--- config.mk ---
export PLATFORM = sky130hd
export DESIGN_NAME = adder_share_ctrl
export DESIGN_NICKNAME = d
export VERILOG_FILES = /design/src/rtl/adder_share_pkg.sv /design/src/rtl/Adder32.sv /design/src/rtl/rr_picker.sv /design/src/rtl/adder_share_ctrl.sv
export SDC_FILE = /design/constraint.sdc
export NUM_CORES = 1
export LEC_CHECK = 0
export BUFFER_PORTS_ARGS = -buffer_cell sky130_fd_sc_hd__buf_4
export CORE_MARGIN = 1
export CORE_UTILIZATION = 30
export DETAILED_ROUTE_END_ITERATION = 10
export MAX_ROUTING_LAYER = met4
export SYNTH_ARGS = -nofsm -noshare
export SYNTH_HDL_FRONTEND = slang
export SYNTH_SLANG_ARGS = --single-unit
--- constraint.sdc ---
create_clock -name Clock -period 19.89 [get_ports Clock]
set_clock_uncertainty 0.15 [all_clocks]
set_input_delay 1.989 -clock Clock [delete_from_list [all_inputs] [get_ports Clock]]
set_output_delay 1.989 -clock Clock [all_outputs]
set_load 0.02 [all_outputs]
--- src/rtl/adder_share_pkg.sv ---
// Shared types and constants for the adder-sharing sequencer.
package adder_share_pkg;

    localparam int unsigned DATA_W     = 32;
    localparam int unsigned CNT_W      = 4;
    localparam int unsigned SETTLE_MIN = 1;
    localparam int unsigned SETTLE_MAX = 15;

    typedef enum logic [1:0] {
        ST_IDLE   = 2'd0,
        ST_SETTLE = 2'd1,
        ST_RESP   = 2'd2
    } state_e;

    // Out-of-range settle values are clamped into the counter's legal range.
    function automatic int unsigned clamp_settle(input int unsigned v);
        if (v < SETTLE_MIN) return SETTLE_MIN;
        if (v > SETTLE_MAX) return SETTLE_MAX;
        return v;
    endfunction

endpackage

--- src/rtl/Adder32.sv ---
// 32-bit ripple-carry adder datapath shared by the sequencer.
module Adder32 (
    input  logic [31:0] A,
    input  logic [31:0] B,
    input  logic        CarryIn,
    output logic [31:0] RAdd,
    output logic        CarryOut
);

    logic carry;

    always_comb begin
        carry = CarryIn;
        RAdd  = '0;
        for (int i = 0; i < 32; i++) begin
            RAdd[i] = A[i] ^ B[i] ^ carry;
            carry   = (A[i] & B[i]) | (carry & (A[i] ^ B[i]));
        end
        CarryOut = carry;
    end

endmodule

--- src/rtl/rr_picker.sv ---
// Round-robin picker: first asserted request at or above the pointer, with wrap.
module rr_picker #(
    parameter  int unsigned N   = 4,
    localparam int unsigned IDW = $clog2(N)
) (
    input  logic [N-1:0]   req_i,
    input  logic [IDW-1:0] ptr_i,
    output logic [N-1:0]   gnt_o,
    output logic [IDW-1:0] id_o,
    output logic           any_o
);

    int unsigned     pos;
    logic [IDW-1:0]  idx;

    always_comb begin
        gnt_o = '0;
        id_o  = '0;
        any_o = 1'b0;
        pos   = 0;
        idx   = '0;
        for (int unsigned k = 0; k < N; k++) begin
            pos = 32'(ptr_i) + k;
            if (pos >= N) pos = pos - N;
            idx = IDW'(pos);
            if (!any_o && req_i[idx]) begin
                any_o      = 1'b1;
                gnt_o[idx] = 1'b1;
                id_o       = idx;
            end
        end
    end

endmodule

--- src/rtl/adder_share_ctrl.sv ---
// Round-robin sequencer sharing one Adder32 among NUM_REQ requesters.
// Define ADDER_SHARE_OVF_EN to add the registered signed-overflow output RespOvf.
module adder_share_ctrl
    import adder_share_pkg::*;
#(
    parameter  int unsigned NUM_REQ       = 4,
    parameter  int unsigned SETTLE_CYCLES = 2,
    localparam int unsigned IDW           = $clog2(NUM_REQ)
) (
    input  logic                      Clock,
    input  logic                      Reset,
    input  logic [NUM_REQ-1:0]        ReqValid,
    output logic [NUM_REQ-1:0]        ReqReady,
    input  logic [DATA_W*NUM_REQ-1:0] ReqDataA,
    input  logic [DATA_W*NUM_REQ-1:0] ReqDataB,
    output logic                      RespValid,
    input  logic                      RespReady,
    output logic [IDW-1:0]            RespId,
    output logic [DATA_W-1:0]         RespSum,
    output logic                      RespCarry
`ifdef ADDER_SHARE_OVF_EN
    ,
    output logic                      RespOvf
`endif
);

    localparam int unsigned SETTLE_EFF = clamp_settle(SETTLE_CYCLES);

    state_e            state_q, state_d;
    logic [IDW-1:0]    ptr_q;
    logic [IDW-1:0]    id_q;
    logic [CNT_W-1:0]  cnt_q;
    logic [DATA_W-1:0] opa_q, opb_q;
    logic [DATA_W-1:0] sum_q;
    logic              carry_q;

    logic [NUM_REQ-1:0] pick_gnt;
    logic [IDW-1:0]     pick_id;
    logic               pick_any;
    logic               grant_c;
    logic               resp_fire_c;
    logic [DATA_W-1:0]  add_sum;
    logic               add_co;

    logic [DATA_W-1:0] a_arr [NUM_REQ];
    logic [DATA_W-1:0] b_arr [NUM_REQ];

    for (genvar gi = 0; gi < NUM_REQ; gi++) begin : g_unpack
        assign a_arr[gi] = ReqDataA[gi*DATA_W +: DATA_W];
        assign b_arr[gi] = ReqDataB[gi*DATA_W +: DATA_W];
    end

    rr_picker #(.N(NUM_REQ)) u_picker (
        .req_i (ReqValid),
        .ptr_i (ptr_q),
        .gnt_o (pick_gnt),
        .id_o  (pick_id),
        .any_o (pick_any)
    );

    // Operand registers hold the adder inputs stable for the whole settle window.
    Adder32 u_adder (
        .A        (opa_q),
        .B        (opb_q),
        .CarryIn  (1'b0),
        .RAdd     (add_sum),
        .CarryOut (add_co)
    );

    always_ff @(posedge Clock) begin
        if (Reset) state_q <= ST_IDLE;
        else       state_q <= state_d;
    end

    always_comb begin
        state_d = state_q;
        case (state_q)
            ST_IDLE:   if (pick_any) state_d = ST_SETTLE;
            ST_SETTLE: if (cnt_q == CNT_W'(1)) state_d = ST_RESP;
            ST_RESP:   if (RespReady) state_d = ST_IDLE;
            default:   state_d = ST_IDLE;
        endcase
    end

    // Grant is only offered while idle and out of reset.
    always_comb begin
        ReqReady    = '0;
        grant_c     = 1'b0;
        resp_fire_c = 1'b0;
        RespValid   = (state_q == ST_RESP);
        if (state_q == ST_IDLE && !Reset) begin
            ReqReady = pick_gnt;
            grant_c  = pick_any;
        end
        if (state_q == ST_RESP && RespReady) resp_fire_c = 1'b1;
    end

    always_ff @(posedge Clock) begin
        if (Reset) begin
            ptr_q   <= '0;
            id_q    <= '0;
            cnt_q   <= '0;
            opa_q   <= '0;
            opb_q   <= '0;
            sum_q   <= '0;
            carry_q <= 1'b0;
        end else begin
            if (grant_c) begin
                opa_q <= a_arr[pick_id];
                opb_q <= b_arr[pick_id];
                id_q  <= pick_id;
                cnt_q <= CNT_W'(SETTLE_EFF);
            end
            if (state_q == ST_SETTLE) begin
                cnt_q <= cnt_q - CNT_W'(1);
                if (cnt_q == CNT_W'(1)) begin
                    sum_q   <= add_sum;
                    carry_q <= add_co;
                end
            end
            if (resp_fire_c) begin
                ptr_q <= (id_q == IDW'(NUM_REQ - 1)) ? '0 : id_q + IDW'(1);
            end
        end
    end

`ifdef ADDER_SHARE_OVF_EN
    logic ovf_q;

    always_ff @(posedge Clock) begin
        if (Reset) begin
            ovf_q <= 1'b0;
        end else if (state_q == ST_SETTLE && cnt_q == CNT_W'(1)) begin
            ovf_q <= (opa_q[DATA_W-1] == opb_q[DATA_W-1]) &&
                     (add_sum[DATA_W-1] != opa_q[DATA_W-1]);
        end
    end

    assign RespOvf = ovf_q;
`endif

    assign RespId    = id_q;
    assign RespSum   = sum_q;
    assign RespCarry = carry_q;

endmodule

**Word-level counts from Yosys, hierarchy flattened**

Cells that the tools add are included.

- $add $sub $neg: 9
- Mux-type cells: 48
- Bitwise logic cells: 161
- $lt $le $gt $ge: 13
- Eq/ne operators: 7
- Reductions and logical operators: 17

Operators by type and width:

| kind | count |
|---|---|
| $bmux W32 S2 | 2 |
| $mux W32 | 4 |
| $and A1 B1 Y1 | 63 |
| $xor A1 B1 Y1 | 63 |
| $or A1 B1 Y1 | 31 |
| $mux W4 | 7 |
| $mux W2 | 12 |
| $mux W1 | 14 |
| $ge A3 B3 Y1 const B | 4 |
| $lt A2 B3 Y1 const B | 4 |
| $or A4 B4 Y4 | 3 |
| $logic_and A1 B1 Y1 | 9 |
| $bmux W1 S2 | 4 |
| $demux W1 S2 | 4 |
| $ge A2 B1 Y1 const B | 4 |
| $sub A2 B1 Y2 const B | 4 |
| $add A2 B2 Y3 const B | 2 |
| $pmux W2 S3 | 1 |
| $eq A2 B2 Y1 const B | 2 |
| $eq A4 B1 Y1 const B | 1 |
| $logic_not A1 Y1 | 4 |
| $ne A2 B1 Y1 const B | 2 |
| $sub A4 B1 Y4 const B | 1 |
| $add A2 B1 Y3 const B | 1 |
| other kinds (9) | 9 |

- Output and inout bits: 40
- Register bits after elaboration: 107
- Input bits: 263
- Logic and storage cells: 263

**Logic depth before layout (Yosys ltp)**

- Depth in word-level cells: 63
- Mapped depth: 36
- Gate-level depth less buffers: 36

**Cells and area by module**

A second synthesis with hierarchy kept.

- Cells, all modules: 651
- Area total of the unflattened synthesis: 6706.4 µm²

Modules (own cells, without submodules):

| module | sequential area each (µm²) | cells an instance | area each (µm²) | times used |
|---|---|---|---|---|
| adder_share_ctrl | 2142.1 | 564 | 5606.6 | 1 |
| Adder32 | 0.0 | 42 | 678.2 | 1 |
| rr_picker | 0.0 | 45 | 421.7 | 1 |

**Worst setup path before layout**

No wires, ideal clock.

- Kind: register to register
- From: reg opa_q[0]
- To: reg sum_q[31], in the netlist RespSum[31]
- Path buffers: 0
- Cell stages (with the launch flop): 37
- Period minus slack after synthesis: 12557 ps
- Path slack: 7333 ps
- Required time: 19654 ps
- Data arrival time: 12321 ps
- Library setup time: 86 ps
- Cells stage by stage: dfxtp_1 -> ha_1 -> fa_1 -> fa_1 -> fa_1 -> fa_1 -> fa_1 -> fa_1 -> fa_1 -> fa_1 -> fa_1 -> fa_1 -> fa_1 -> fa_1 -> fa_1 -> fa_1 -> fa_1 -> inv_1 -> fa_1 -> inv_1 -> fa_1 -> fa_1 -> fa_1 -> fa_1 -> fa_1 -> fa_1 -> fa_1 -> fa_1 -> fa_1 -> fa_1 -> fa_1 -> fa_1 -> fa_1 -> fa_1 -> inv_1 -> fa_1 -> a211oi_1

- Cells in the longest elaborated chain, start to end: 62

RTL lines:

| item | RTL line | source |
|---|---|---|
| from (decl) | adder_share_ctrl.sv:33 | `logic [DATA_W-1:0] opa_q, opb_q;` |
| from (signal assigned) | adder_share_ctrl.sv:109 | `opa_q <= a_arr[pick_id];` |
| $and A1 B1 Y1 (2 in series) | Adder32.sv:17 | `carry = (A[i] & B[i]) \| (carry & (A[i] ^ B[i]));` |
| $or A1 B1 Y1 | Adder32.sv:17 |  |
| $and A1 B1 Y1 | Adder32.sv:17 |  |
| $or A1 B1 Y1 | Adder32.sv:17 |  |
| $and A1 B1 Y1 | Adder32.sv:17 |  |
| $or A1 B1 Y1 | Adder32.sv:17 |  |
| $and A1 B1 Y1 | Adder32.sv:17 |  |
| $or A1 B1 Y1 | Adder32.sv:17 |  |
| [45 not listed] | - |  |
| $or A1 B1 Y1 | Adder32.sv:17 |  |
| $and A1 B1 Y1 | Adder32.sv:17 |  |
| $or A1 B1 Y1 | Adder32.sv:17 |  |
| $and A1 B1 Y1 | Adder32.sv:17 |  |
| $or A1 B1 Y1 | Adder32.sv:17 |  |
| $and A1 B1 Y1 | Adder32.sv:17 |  |
| $or A1 B1 Y1 | Adder32.sv:17 |  |
| $xor A1 B1 Y1 | Adder32.sv:16 | `RAdd[i] = A[i] ^ B[i] ^ carry;` |
| to (signal assigned) | adder_share_ctrl.sv:117 | `sum_q <= add_sum;` |
| to (decl) | adder_share_ctrl.sv:34 | `logic [DATA_W-1:0] sum_q;` |

Every way passes these cells.
A chain may end at the register's enable or synchronous reset.

**Worst setup path after layout**

Same ends and word-level chain as after synthesis.

==> reports/summary.md <==
## Outcome
- run status: finished clean

## Global route
- antenna violations before repair: 0
- wire length of the first global-routing pass: 49760 µm
- total congestion overflow: 0
- largest net degree at the start of global routing: 110
- global routing usage summed across all routing layers: 0.2376
- number of global-route vias before repair: 8461

## Detailed routing
- count of unresolved DRC violations after routing: 0
- post-detailed-route via-to-cell ratio: 5.645
- length of the first detailed-routing pass in iterations: 9
- wire length the detailed router placed on met1: 14900 µm
- detailed-route wire length per cell: 20.57 µm
- Antenna Nets Post-Route: 0
- number of DRC markers in iteration 0: 978
- routed vias: 9145
- routed length on met2: 15070 µm
- uppermost layer routed: met4
- total met3 wirelength after detailed routing: 2403 µm
- final WL: 33320 µm

## Floorplanning
- Rows: 60
- core region area: 26880 µm²
- initial cell density of the core: 0.3053
- die height: 167.4 µm
- DIE WIDTH: 167.4 µm
- Die Area: 28020 µm²
- count of pins on the block boundary: 303

## Synth
- mapped cell area: 8205 µm²
- post-synthesis net count: 1366
- cell taking the most area after synthesis: sky130_fd_sc_hd__dfxtp_1
- top cell type's share of synthesized area: 0.2611
- Area contributors post-synth: sky130_fd_sc_hd__dfxtp_1 (26%), sky130_fd_sc_hd__nand2_1 (14%), sky130_fd_sc_hd__fa_1 (7.6%), sky130_fd_sc_hd__a222oi_1 (6.0%), sky130_fd_sc_hd__mux2i_1 (5.5%)
- number of enable-type register cells in the synthesized netlist: 0
- Yosys cell types: 58
- cell count after synthesis: 1061
- top_reg_cell synth: sky130_fd_sc_hd__dfxtp_1
- sequential area share after synthesis: 0.2611
- share of flip-flops with an asynchronous set or reset: 0
- post-synthesis register bit count: 107
- average instance area after synthesis: 7.734 µm²
- Yosys warning count: 0

## Critical path
- Worst Reg2Reg Path Length in Cells: 36
- Critical Path Start Type: flip-flop
- cell type group with the largest total delay on the critical path: adder cells
- element type at the critical path end: flip-flop
- highest net fanout along the worst path: 2
- startpoint of the lowest-slack register-to-register path: opa_q[0]$_SDFFE_PP0P_
- crit path capture: RespSum[31]$_SDFFE_PP0P_
- Required @ worst endpoint: 20.01 ns
- endpoint of the worst-slack reg-to-reg timing path: RespSum[31]$_SDFFE_PP0P_
- sum of buffers and inverters on the critical path: 3
- Worst Path Class, Setup: flip-flop to flip-flop
- data arrival time of the critical path: 13.29 ns
- worst setup path startpoint: opa_q[0]$_SDFFE_PP0P_
- setup slack of the worst register-to-register path: 6.73 ns
- most frequent cell on the critical path: sky130_fd_sc_hd__fa_1
- number of gates on the worst path with buffers counted: 36
- Largest stage delay, worst path: 0.43 ns
- worst-path cell with the longest stage delay: sky130_fd_sc_hd__fa_1

## Clock network
- CTS clock-pin slew for the worst setup and hold paths: 0.07 ns
- Clock Tree Root: sky130_fd_sc_hd__clkbuf_16
- TritonCTS Sinks: 107
- clock tree from TritonCTS: yes
- maximum level of the CTS H-tree: 3
- setup bufs post-CTS: 0
- hold buffers post-CTS: 0
- post-cts resize count: 0
- clock latency at the later pin of the worst-skew pair: 0.36 ns
- TritonCTS Buffers: 9
- deepest clock path buffer count: 2

## Power and ir drop
- sequential share of power: 0.385
- maximum vdd ir drop: 46.03 µV
- Switching Share: 0.3796
- internal power component: 0.4883 mW
- Static Leak: 4.640 nW
- share of power burned in the clock network: 0.227
- switching power total: 0.2988 mW
- combinational cell fraction of total power: 0.387
- post-layout power: 0.7870 mW
- Pwr Density: 73.16 nW/µm²

## Timing
- total negative slack for setup checks: 0 ns
- ratio of final minimum period to clock period: 0.6617
- Hold Violations, Final: 0
- relative slew slack: 0.2177
- Fmax: 0.07599 GHz
- Final Max Slew Viols: 0
- RSZ-0062 raised after global routing: false
- transition time at the pin with the least slew margin: 1.173 ns
- Setup violations, final: 0
- final worst path period need: 13.16 ns

## Placement
- Port Buf Inserts: 302
- HPWL Detailed: 24700 µm
- Final GP Congestion: 0.8603
- placed cell area: 10470 µm²

## Min path
- Tightest Hold Check Type: flip-flop to flip-flop

## Cells and area
- relative area change from synthesis to final layout: 31.11%
- final cell area excluding filler cells: 10760 µm²
- # nets final: 1579
- Final Core Density: 0.4003
- share of layout cells above drive strength 1: 0.2729
- antenna fix cells: 0

## Job
- total of max-cap violations: 0

tightest hold or removal path, delay by kind of cell (launching register included):
kind,cells,cell delay [ns]
DFF,1,0.31
and+or+nand+nor,1,0.05
AOI/OAI and AO/OA,1,0.05
flip-flops by register name, summed over array words and instances (netlist names):
| signal | flops |
|---|---|
| RespId | 2 |
| RespCarry | 1 |
| cnt_q | 4 |
| opa_q | 32 |
| opb_q | 32 |
| state_q | 2 |
| ptr_q | 2 |
| RespSum | 32 |
cell usage after synthesis, types with 2 or more instances:
cell and count:
sky130_fd_sc_hd__inv_1 11, sky130_fd_sc_hd__a222oi_1 49, sky130_fd_sc_hd__and2_1 2, sky130_fd_sc_hd__nand2b_1 5, sky130_fd_sc_hd__o221ai_1 26, sky130_fd_sc_hd__o211ai_1 23, sky130_fd_sc_hd__a211oi_1 7, sky130_fd_sc_hd__a41o_1 23
sky130_fd_sc_hd__clkbuf_1 51, sky130_fd_sc_hd__buf_6 9, sky130_fd_sc_hd__nand3_1 84, sky130_fd_sc_hd__nor3b_1 4, sky130_fd_sc_hd__nor2_1 22, sky130_fd_sc_hd__dfxtp_1 107, sky130_fd_sc_hd__buf_4 8, sky130_fd_sc_hd__nand2_1 314
sky130_fd_sc_hd__a21oi_1 38, sky130_fd_sc_hd__fa_1 31, sky130_fd_sc_hd__a211o_1 14, sky130_fd_sc_hd__ha_1 11, sky130_fd_sc_hd__nor3_1 21, sky130_fd_sc_hd__mux2i_1 45, sky130_fd_sc_hd__a31oi_1 18, sky130_fd_sc_hd__o21ai_0 2
sky130_fd_sc_hd__mux4_2 4, sky130_fd_sc_hd__o22ai_1 15, sky130_fd_sc_hd__a221oi_1 4, sky130_fd_sc_hd__a31o_1 11, sky130_fd_sc_hd__or2_1 3, sky130_fd_sc_hd__mux2_1 2, sky130_fd_sc_hd__nor2b_1 3, sky130_fd_sc_hd__buf_1 8
sky130_fd_sc_hd__a22oi_1 4, sky130_fd_sc_hd__nand4_1 23, sky130_fd_sc_hd__buf_2 36
layer usage:
layer  vias to the layer above  GRT usage
met5                         -          -
met1                      4339     0.3226
li1                       4345          -
met4                         0    0.07539
met3                        49    0.04514
met2                       412     0.3538
layout by cell type (no fill, tap or decap), drive strengths merged, types with 2 or more instances in the layout:
cell type    n
or2          4
o221ai      27
nor2b        3
o21ai        3
o22ai       16
ha          11
nand3       85
nor2        23
and2         2
dfxtp      107
a31o        11
a41o        23
a222oi      49
nand4       23
fa          31
nand2b       6
mux2i       46
mux2         3
nor3        21
a211oi       8
inv         12
a221oi       4
nor3b        4
nand2      315
a31oi       18
clkinv       2
a211o       14
buf        314
o211ai      23
clkbuf      12
mux4         4
a22oi        4
a21oi       39
power by group through the flow:
stage	logic [mW]	clock network (mW)	registers (mW)
global placement	0.302	0	0.307
finish	0.305	0.179	0.303
global route	0.333	0.192	0.309
detailed placement	0.303	0	0.309
floorplan	0.177	0	0.300
CTS	0.304	0.184	0.304
how the worst min path moves through the flow:
stage          cells after the start  slack [ns]                      from                       end
3_5_place_dp                       2        0.30  RespSum[14]$_SDFFE_PP0P_  RespSum[14]$_SDFFE_PP0P_
3_3_place_gp                       2        0.29    opa_q[16]$_SDFFE_PP0P_    opa_q[16]$_SDFFE_PP0P_
4_1_cts                            2        0.31  RespSum[14]$_SDFFE_PP0P_  RespSum[14]$_SDFFE_PP0P_
5_1_grt                            2        0.32  RespSum[28]$_SDFFE_PP0P_  RespSum[28]$_SDFFE_PP0P_
2_1_floorplan                      2        0.28    opa_q[16]$_SDFFE_PP0P_    opa_q[16]$_SDFFE_PP0P_
6_report                           2        0.31   RespSum[0]$_SDFFE_PP0P_   RespSum[0]$_SDFFE_PP0P_
through the flow:
step | setup slack, ns | hold WS (ns) | std cells
after CTS | 6.718 | 0.3103 | 1620
after global routing | 6.319 | 0.3247 | 1620
final | 6.730 | 0.3068 | 1620
after floorplan | 7.333 | 0.2756 | 1061
after global placement | 6.935 | 0.2935 | 1604
after detailed placement | 6.733 | 0.3002 | 1604
cell families (layout without fill, tap and decap cells):
family	count (synthesis)	count (layout)	share of synthesized area
multiplexers	53	53	0.07167
buffers and inverters	123	341	0.07365
XOR/XNOR	2	2	0.002135
AO/OA/AOI/OAI	244	244	0.2411
adder cells (fa/ha/maj)	42	42	0.09241
AND/OR/NAND/NOR	490	490	0.2580
flip-flops	107	107	0.2611
cell type report:
class / instances / area [µm²]
Multi-Input combinational cell: 831 / 5502
Sequential cell: 107 / 2146
Clock buffer: 12 / 236.5
Fill cell: 2766 / 16120
Clock inverter: 4 / 48.80
Inverter: 11 / 41.29
Tap cell: 341 / 426.7
Timing Repair Buffer: 314 / 2357
No activity file was read; power rests on OpenSTA's default activity.
